<file path="config.mk">
export PLATFORM = sky130hd
export DESIGN_NAME = fv_bank_req_initiator
export DESIGN_NICKNAME = d
export VERILOG_FILES = /design/src/rtl/fv_bank_req_initiator_pkg.sv /design/src/rtl/fv_bank_req_initiator_rr_arbiter.sv /design/src/rtl/fv_bank_req_initiator.sv
export SDC_FILE = /design/constraint.sdc
export NUM_CORES = 1
export LEC_CHECK = 0
export ABC_AREA = 0
export CORE_ASPECT_RATIO = 1.2
export CORE_MARGIN = 5
export CORE_UTILIZATION = 55
export CTS_CLUSTER_SIZE = 10
export DETAILED_ROUTE_END_ITERATION = 12
export PLACE_DENSITY = 0.91
export SETUP_SLACK_MARGIN = 0.02
export SKIP_LAST_GASP = 1
export SLEW_MARGIN = 40
export SYNTH_ARGS = -nofsm -noshare
export SYNTH_HDL_FRONTEND = slang
export SYNTH_SLANG_ARGS = --single-unit
</file>
<file path="constraint.sdc">
create_clock -name clk -period 4.5 [get_ports clk]
set_input_delay 0.45 -clock clk [delete_from_list [all_inputs] [get_ports clk]]
set_output_delay 0.45 -clock clk [all_outputs]
set_load 0.1 [all_outputs]
</file>
<file path="src/rtl/fv_bank_req_initiator_pkg.sv">
`default_nettype none
// +----------------------------------------------------------------------------+
// | Module   : fv_bank_req_initiator_pkg                                       |
// | Brief    : Shared widths, FSM encoding and bank-controller packet types.   |
// | Revision : 1.0 - initial release                                           |
// +----------------------------------------------------------------------------+
package fv_bank_req_initiator_pkg;

    localparam int NUM_EDGE_PE    = 4;
    localparam int PE_TAG_W       = $clog2(NUM_EDGE_PE);
    localparam int FV_BW          = 32;
    localparam int MAX_NODE_ID    = 64;
    localparam int NODE_ID_W      = $clog2(MAX_NODE_ID);
    localparam int LINES_PER_NODE = 8;
    localparam int LINE_CNT_W     = $clog2(LINES_PER_NODE + 1);
    localparam int LINE_IDX_W     = $clog2(LINES_PER_NODE);

    typedef logic [1:0] state_t;
    localparam state_t C_ST_IDLE     = 2'd0;
    localparam state_t C_ST_WR_BURST = 2'd1;
    localparam state_t C_ST_RD_ISSUE = 2'd2;
    localparam state_t C_ST_RD_WAIT  = 2'd3;

    typedef struct packed {
        logic                 valid;
        logic                 rd_wr;
        logic                 wr_eos;
        logic [NODE_ID_W-1:0] Node_id;
        logic [PE_TAG_W-1:0]  PE_tag;
        logic [FV_BW-1:0]     data;
    } req2output_sram_bank_t;

    typedef struct packed {
        logic                sos;
        logic                eos;
        logic [FV_BW-1:0]    FV_data;
        logic [PE_TAG_W-1:0] PE_tag;
    } fv_bank_cntl2edge_pe_t;

endpackage
`default_nettype wire

</file>
<file path="src/rtl/fv_bank_req_initiator_rr_arbiter.sv">
`default_nettype none
// +----------------------------------------------------------------------------+
// | Module   : fv_rr_arbiter                                                   |
// | Brief    : One-hot round-robin arbiter; search starts after the last grant.|
// | Revision : 1.0 - initial release                                           |
// +----------------------------------------------------------------------------+
module fv_rr_arbiter #(
    parameter int N     = 4,
    parameter int IDX_W = $clog2(N)
) (
    input  logic             clk,
    input  logic             rst,
    input  logic [N-1:0]     i_req,
    input  logic             i_advance,
    output logic [N-1:0]     o_gnt,
    output logic [IDX_W-1:0] o_gnt_idx,
    output logic             o_gnt_valid
);

    logic [IDX_W-1:0] r_ptr;

    always_comb begin
        logic [IDX_W-1:0] w_cand;
        w_cand      = '0;
        o_gnt_idx   = '0;
        o_gnt_valid = 1'b0;
        for (int k = 0; k < N; k++) begin
            w_cand = IDX_W'((int'(r_ptr) + k) % N);
            if (!o_gnt_valid && i_req[w_cand]) begin
                o_gnt_valid = 1'b1;
                o_gnt_idx   = w_cand;
            end
        end
        for (int i = 0; i < N; i++) begin
            o_gnt[i] = o_gnt_valid && (o_gnt_idx == IDX_W'(i));
        end
    end

    always_ff @(posedge clk or posedge rst) begin
        if (rst) begin
            r_ptr <= '0;
        end else if (i_advance && o_gnt_valid) begin
            r_ptr <= (o_gnt_idx == IDX_W'(N - 1)) ? '0 : o_gnt_idx + IDX_W'(1);
        end
    end

endmodule
`default_nettype wire

</file>
<file path="src/rtl/fv_bank_req_initiator.sv">
`default_nettype none
// +----------------------------------------------------------------------------+
// | Module   : fv_bank_req_initiator                                           |
// | Brief    : Buffers node write-back bursts, arbitrates them against Edge PE |
// |            reads and drives the FV bank controller request packet.         |
// | Revision : 1.0 - initial release                                           |
// +----------------------------------------------------------------------------+
module fv_bank_req_initiator
    import fv_bank_req_initiator_pkg::*;
(
    input  logic                             clk,
    input  logic                             reset,
    input  logic                             update_phase,
    input  logic                             wb_valid,
    output logic                             wb_ready,
    input  logic [NODE_ID_W-1:0]             wb_node_id,
    input  logic [FV_BW-1:0]                 wb_data,
    input  logic                             wb_last,
    input  logic [NUM_EDGE_PE-1:0]           rd_req_valid,
    input  logic [NUM_EDGE_PE*NODE_ID_W-1:0] rd_req_node_id,
    output logic [NUM_EDGE_PE-1:0]           rd_grant,
    output logic [NUM_EDGE_PE-1:0]           rd_done,
    output req2output_sram_bank_t            req_pkt,
    input  fv_bank_cntl2edge_pe_t            rd_rsp,
    output logic                             busy,
    output logic                             err
);

    state_t                r_state;
    logic [FV_BW-1:0]      r_buf [LINES_PER_NODE];
    logic [LINE_CNT_W-1:0] r_count;
    logic [LINE_IDX_W-1:0] r_idx;
    logic [NODE_ID_W-1:0]  r_wb_node_id;
    logic [NODE_ID_W-1:0]  r_rd_node_id;
    logic [PE_TAG_W-1:0]   r_rd_tag;
    logic                  r_burst_complete;
    logic                  r_rd_first;
    logic                  r_err;

    logic                   w_ready_core;
    logic                   w_wb_fire;
    logic [LINE_CNT_W-1:0]  w_count_nxt;
    logic                   w_can_issue;
    logic                   w_grant_wr;
    logic                   w_grant_rd;
    logic                   w_last_beat;
    logic [NUM_EDGE_PE-1:0] w_arb_gnt;
    logic [PE_TAG_W-1:0]    w_arb_idx;
    logic                   w_arb_valid;
    logic [NODE_ID_W-1:0]   w_rd_node;
    logic                   w_unused_rsp;

    fv_rr_arbiter #(
        .N     (NUM_EDGE_PE),
        .IDX_W (PE_TAG_W)
    ) u_rr_arbiter (
        .clk         (clk),
        .rst         (reset),
        .i_req       (rd_req_valid),
        .i_advance   (w_grant_rd),
        .o_gnt       (w_arb_gnt),
        .o_gnt_idx   (w_arb_idx),
        .o_gnt_valid (w_arb_valid)
    );

    // Read-return payload goes straight to the PEs; only framing and tag matter here.
    assign w_unused_rsp = ^{rd_rsp.FV_data, w_arb_gnt};

    assign w_ready_core = (r_state != C_ST_WR_BURST) && !r_burst_complete
                          && (r_count < LINE_CNT_W'(LINES_PER_NODE));
    assign wb_ready     = w_ready_core && !reset;
    assign w_wb_fire    = wb_valid && w_ready_core;
    assign w_count_nxt  = r_count + LINE_CNT_W'(1);

    // When both a finished burst and a read are waiting, r_rd_first decides and then flips.
    assign w_can_issue = (r_state == C_ST_IDLE) && update_phase;
    assign w_grant_wr  = w_can_issue && r_burst_complete && (!w_arb_valid || !r_rd_first);
    assign w_grant_rd  = w_can_issue && w_arb_valid && !w_grant_wr;
    assign w_last_beat = (r_state == C_ST_WR_BURST)
                         && ((LINE_CNT_W'(r_idx) + LINE_CNT_W'(1)) == r_count);

    always_comb begin
        w_rd_node = '0;
        for (int i = 0; i < NUM_EDGE_PE; i++) begin
            if (w_arb_idx == PE_TAG_W'(i)) begin
                w_rd_node = rd_req_node_id[i*NODE_ID_W +: NODE_ID_W];
            end
        end
    end

    always_ff @(posedge clk) begin
        if (w_wb_fire) begin
            r_buf[r_count[LINE_IDX_W-1:0]] <= wb_data;
        end
    end

    always_ff @(posedge clk or posedge reset) begin
        if (reset) begin
            r_state          <= C_ST_IDLE;
            r_count          <= '0;
            r_idx            <= '0;
            r_wb_node_id     <= '0;
            r_rd_node_id     <= '0;
            r_rd_tag         <= '0;
            r_burst_complete <= 1'b0;
            r_rd_first       <= 1'b0;
            r_err            <= 1'b0;
        end else begin
            if (w_wb_fire) begin
                if (r_count == '0) begin
                    r_wb_node_id <= wb_node_id;
                end
                r_count <= w_count_nxt;
                if (wb_last || (w_count_nxt == LINE_CNT_W'(LINES_PER_NODE))) begin
                    r_burst_complete <= 1'b1;
                end
                if (!wb_last && (w_count_nxt == LINE_CNT_W'(LINES_PER_NODE))) begin
                    r_err <= 1'b1;
                end
            end
            if ((r_state == C_ST_RD_WAIT) && (rd_rsp.sos || rd_rsp.eos)
                && (rd_rsp.PE_tag != r_rd_tag)) begin
                r_err <= 1'b1;
            end
            if (w_can_issue && r_burst_complete && w_arb_valid) begin
                r_rd_first <= !r_rd_first;
            end
            case (r_state)
                C_ST_IDLE: begin
                    if (w_grant_wr) begin
                        r_state <= C_ST_WR_BURST;
                        r_idx   <= '0;
                    end else if (w_grant_rd) begin
                        r_state      <= C_ST_RD_ISSUE;
                        r_rd_tag     <= w_arb_idx;
                        r_rd_node_id <= w_rd_node;
                    end
                end
                C_ST_WR_BURST: begin
                    if (w_last_beat) begin
                        r_state          <= C_ST_IDLE;
                        r_count          <= '0;
                        r_burst_complete <= 1'b0;
                        r_idx            <= '0;
                    end else begin
                        r_idx <= r_idx + LINE_IDX_W'(1);
                    end
                end
                C_ST_RD_ISSUE: r_state <= C_ST_RD_WAIT;
                C_ST_RD_WAIT: begin
                    if (rd_rsp.eos) begin
                        r_state <= C_ST_IDLE;
                    end
                end
                default: r_state <= C_ST_IDLE;
            endcase
        end
    end

    // Node_id/PE_tag stay on the read target while waiting; the controller addresses from them.
    always_comb begin
        req_pkt         = '0;
        req_pkt.Node_id = r_rd_node_id;
        req_pkt.PE_tag  = r_rd_tag;
        case (r_state)
            C_ST_WR_BURST: begin
                req_pkt.valid   = 1'b1;
                req_pkt.rd_wr   = 1'b1;
                req_pkt.wr_eos  = w_last_beat;
                req_pkt.Node_id = r_wb_node_id;
                req_pkt.data    = r_buf[r_idx];
            end
            C_ST_RD_ISSUE: req_pkt.valid = 1'b1;
            default: ;
        endcase
    end

    always_comb begin
        for (int i = 0; i < NUM_EDGE_PE; i++) begin
            rd_grant[i] = (r_state == C_ST_RD_ISSUE) && (r_rd_tag == PE_TAG_W'(i));
            rd_done[i]  = (r_state == C_ST_RD_WAIT) && rd_rsp.eos && (r_rd_tag == PE_TAG_W'(i));
        end
    end

    assign busy = (r_state != C_ST_IDLE) || (r_count != '0);
    assign err  = r_err;

endmodule
`default_nettype wire
</file>
# Word-level counts from Yosys, hierarchy flattened
# Memory sizes are Yosys's and may differ from the RTL's.
# Cells that the tools add are included.
[op_classes]
bitwise_logic = 1
shifts = 0
n_reduce_logical = 55
div = 0
n_mul = 0
muxes = 44
addsub = 7
magnitude_cmp = 5
n_eq_ne = 17
[ops]
columns = ["operator", "count"]
rows = [
  ["32-bit two-way mux", 1],
  ["1-bit logical AND", 27],
  ["6-bit two-way mux", 4],
  ["1-bit two-way mux", 18],
  ["2-bit two-way mux", 9],
  ["2-bit == test (second input constant)", 6],
  ["2-bit by 3-bit < comparator with 1-bit output (second input constant)", 4],
  ["4-bit two-way mux", 3],
  ["1-bit zero test", 9],
  ["1-bit binary-select mux with 2-bit select", 4],
  ["8-bit two-way mux", 1],
  ["2-bit case mux with 4 select lines", 1],
  ["2-bit nonzero test", 4],
  ["2-bit by 1-bit == test with 1-bit output (second input constant)", 3],
  ["2-bit zero test", 3],
  ["3-bit two-way mux", 2],
  ["2-bit != test (second input constant)", 3],
  ["3-bit case mux with 2 select lines", 1],
  ["2-bit AND reduction", 3],
  ["3-bit AND reduction", 2],
  ["2-bit by 1-bit adder with 2-bit output (second input constant)", 2],
  ["2-bit adder (second input constant)", 2],
  ["3-bit by 1-bit adder with 4-bit output (second input constant)", 1],
  ["4-bit by 1-bit adder with 4-bit output (second input constant)", 1],
  ["12 further kinds", 15],
]
[word_totals]
memories = 1
latchBits = 0
input_bits = 107
ramBits = 256
regBits = 28
romBits = 0
wordCells = 140
[memory_table]
columns = ["memory", "depth", "width", "rd", "rd_ports_with_merged_regs", "write_ports", "line_no", "text"]
rows = [
  ["r_buf", 8, 32, 1, 0, 1, "fv_bank_req_initiator.sv:30", "logic [FV_BW-1:0] r_buf [LINES_PER_NODE];"],
]

# Logic depth before layout (Yosys ltp)
[logic_depth]
depth_word = 20
depth_mapped = 9

# By module
# From an unflattened synthesis, not the netlist that was laid out.
[unflattened]
cells_unflattened = 605
hier_area_um2 = 11658.7
[by_module_without_submodules]
columns = ["module", "cells_per_inst", "n_inst", "area_each_um2", "seq_area_each_um2"]
rows = [
  ["fv_bank_req_initiator", 571, 1, 11362.1, 8338.0],
  ["fv_rr_arbiter", 34, 1, 296.5, 50.0],
]

# Least setup slack after synthesis
# Ideal clock, no wire load.
[synth_path]
path_kind = "reg-to-output"
start = "register r_state[1]"
end = "output wb_ready"
setup_slack_ns = -0.263
n_path_buf = 1
arrival_ns = 4.313
path_stages_with_launch = 5
path_cell_list = "dfrtp_1 inv_1 ha_1 clkbuf_1 nor4_1"
[synth_between]
elab_chain_len = 4
[synth_lines]
columns = ["element", "line_no", "text"]
rows = [
  ["start, declared", "fv_bank_req_initiator.sv:29", "state_t r_state;"],
  ["start signal, assigned", "fv_bank_req_initiator.sv:99", "r_state <= C_ST_IDLE;"],
  ["start signal, assigned", "fv_bank_req_initiator.sv:131", "r_state <= C_ST_WR_BURST;"],
  ["start signal, assigned", "fv_bank_req_initiator.sv:134", "r_state <= C_ST_RD_ISSUE;"],
  ["2-bit by 1-bit != test with 1-bit output", "fv_bank_req_initiator.sv:69", "assign w_ready_core = (r_state != C_ST_WR_BURST) && !r_burst_complete"],
  ["1-bit logical AND", "fv_bank_req_initiator.sv:69", ""],
  ["1-bit logical AND", "fv_bank_req_initiator.sv:70", "&& (r_count < LINE_CNT_W'(LINES_PER_NODE));"],
  ["1-bit logical AND", "fv_bank_req_initiator.sv:71", "assign wb_ready = w_ready_core && !reset;"],
  ["end, declared", "fv_bank_req_initiator.sv:15", "output logic wb_ready,"],
]
# Every way passes these cells.

==> reports/metrics.csv <==
metric,value,unit
status,completed,
cp_cell_sequence,"inv_1, ha_1, clkinv_1, buf_4, nor4_2, buf_12",
clock_sinks,284,
dp_cells,1015,
synth_edf_count,256,
grt_usage,0.204,
finalCritPeriodShare,0.793,
coreArea,21000,um2
crit_type,reg2out,
worst_ir_drop_vdd,0.000501,V
ctsResizeCount,0,
rows,58,
synthArstFlopShare,0.0986,
final_cell_mix,"256 x edfxtp_1, 74 x clkdlybuf4s50_1, 64 x mux4_2",
drtPass1Iterations,5,
crit_path_start,r_state[1],
netlist_instances,631,
post_cts.repair.setup_buffers,0,
antenna_found_initial,2,
syn_to_final_growth,21.1,%
gp_congestion,0.771,
routed_wl,24600,um
r2r_cells,6,
die_w,143,um
p_leak,4.76,nW
critical_path.slowest_cell,nor4_2,
cts_buffer_depth,3,
clk_pin_slew,0.05,ns
tns,0,ns
hold_violations,0,
dieHeight,170,um
numPortBuffers,128,
grt.met1_usage,0.275,
max_freq,0.280,GHz
grt_busiest_layer,met2,
route.detailed.drc,0,
yosysWarnings,0,
critPathArrivalTime,3.12,ns
final_max_slew_viol_count,0,
grt_pass1_vias,6627,
max-cap-violations,0,
rr_endpoint,r_buf[5][16],
synth_cell_types,48,
syn_area_per_cell,18.6,um2
crit_fanout,34,
worst_pin_slew,0.835,ns
root_buffer,clkbuf_16,
fillCellCount,1272,
synth-seq-area-share,0.717,
synth-seq-cells,284,
skew,0.0112,ns
use_met3,0.0419,
grt_pass1_wl,37800,um
insertion_delay,0.49,ns
power_density,665,nW/um2
cts_tree,done,
via_per_inst,5.99,
num_vias,6387,
hpwlAfterDp,14900,um
htree_levels,2,
syn-num-nets,750,
finalCriticalPeriod,3.57,ns
die_area,24300,um2
overflow,0,
max_stage_delay,0.70,ns
r2r-start,r_state[1],
rsz0062_at_grt,no,
r2r_slack,1.33,ns
ctsHoldBuffers,0,
ios,161,
met2_usage,0.345,
cp-start-kind,register,
required,4.05,ns
slew_headroom,0.442,
grt_max_degree,42,
wl_per_cell,23.1,um
numCtsBuffers,34,
layout.cells.most_common,edfxtp_1,
synth_top_flop_cell,edfxtp_1,
initialDrtViolationCount,426,
hp-class,in2async,
drive_gt1_frac,0.260,
start_util,0.558,
finalCoreUtilization,0.676,
synthesis.area,11700,um2
stdcell_count,1066,
setup_violations,0,
nNetsFinal,901,
crit_path_end_kind,primary output,
antenna_left,0,
==> cells by family (layout without fill, tap and decap cells) <==
kind of cell,after synthesis,after routing,share of synthesized area
AO/OA/AOI/OAI,45,45,0.0263
adder cells (fa/ha/maj),12,12,0.0128
XOR/XNOR,9,9,0.00802
other,0,1,0
flip-flops,284,284,0.717
AND/OR/NAND/NOR,126,126,0.0550
multiplexers,111,111,0.165
buffers and inverters,44,208,0.0166
==> routing by layer <==
layer	share of wire	wire length (um)	vias up
li1	-	-	2801
met1	0.41	9990	3273
met2	0.50	12200	271
met3	0.077	1890	40
met4	0.021	515	2
met5	0.00053	13	-
==> flip-flops by register name (all words and copies together), names as in the netlist <==
register / cells
r_rd_node_id: 6
r_buf: 256
r_burst_complete: 1
r_wb_node_id: 6
r_count: 4
r_idx: 3
r_rd_tag: 2
u_rr_arbiter.r_ptr: 2
err: 1
r_state: 2
r_rd_first: 1
==> final cells by class <==
cell class	instances	area, um2	area share
Antenna cell	1	2.50	0.000177
Inverter	13	48.8	0.00344
Timing Repair Buffer	146	1270	0.0893
Multi-Input combinational cell	303	3180	0.225
Sequential cell	284	8390	0.592
Tap cell	270	338	0.0238
Clock buffer	47	931	0.0657
Clock inverter	2	13.8	0.000971
==> metrics by stage <==
step / hold slack [ns] / instance area (um2) / total power [mW] / worst slack (ns)
final: 0.408 / 14200 / 9.43 / 0.930
after global placement: 0.462 / 13300 / 7.10 / 1.40
after CTS: 0.412 / 14200 / 9.50 / 0.898
after global routing: 0.475 / 14200 / 9.84 / 0.705
after detailed placement: 0.469 / 13200 / 7.12 / 1.37
after floorplan: 0.446 / 11700 / 6.31 / 0.0497
==> cells in the mapped netlist (6+ instances only) <==
cell      instances  area [um2]
edfxtp_1        256        7690
mux4_2           64        1440
nor2_1           46         173
mux2i_1          34         340
nand2_1          29         109
dfrtp_1          28         701
clkbuf_1         14        52.6
mux2_2           13         146
nor2b_1          13        81.3
ha_1             12         150
inv_1            12        45.0
o21ai_0          12        60.1
a21oi_1          10        50.1
buf_2             8        40.0
nor3_1            8        40.0
a221oi_1          7        61.3
nand2b_1          7        43.8
nor4_1            6        37.5
o31a_1            6        52.6
xnor2_1           6        52.6
==> worst max-delay path by stage <==
stage,cells after the start,endpoint,slack [ns]
final,6,req_pkt[40],0.93
after global routing,6,req_pkt[40],0.71
after CTS,6,req_pkt[40],0.90
after detailed placement,6,r_buf[5][6],1.37
after global placement,6,r_buf[5][10],1.40
after floorplan,5,r_buf[3][0],0.05
==> report_power, final <==
part | total (mW) | internal, mW | switching [mW] | leakage (nW)
Clock | 2.36 | 1.42 | 0.939 | 0.460
Sequential | 3.37 | 3.12 | 0.250 | 2.65
Combinational | 3.70 | 1.15 | 2.55 | 1.65
Total | 9.43 | 5.69 | 3.74 | 4.76
==> worst max-delay path, delay by kind of cell, from the launching register on <==
family / cells / cell delay (ns)
adder cells (fa/ha/maj): 1 / 0.66
AND/OR/NAND/NOR: 1 / 0.70
flip-flops: 1 / 0.39
buffers and inverters: 4 / 0.85
Note: power is estimated with default switching activity, not from simulation.
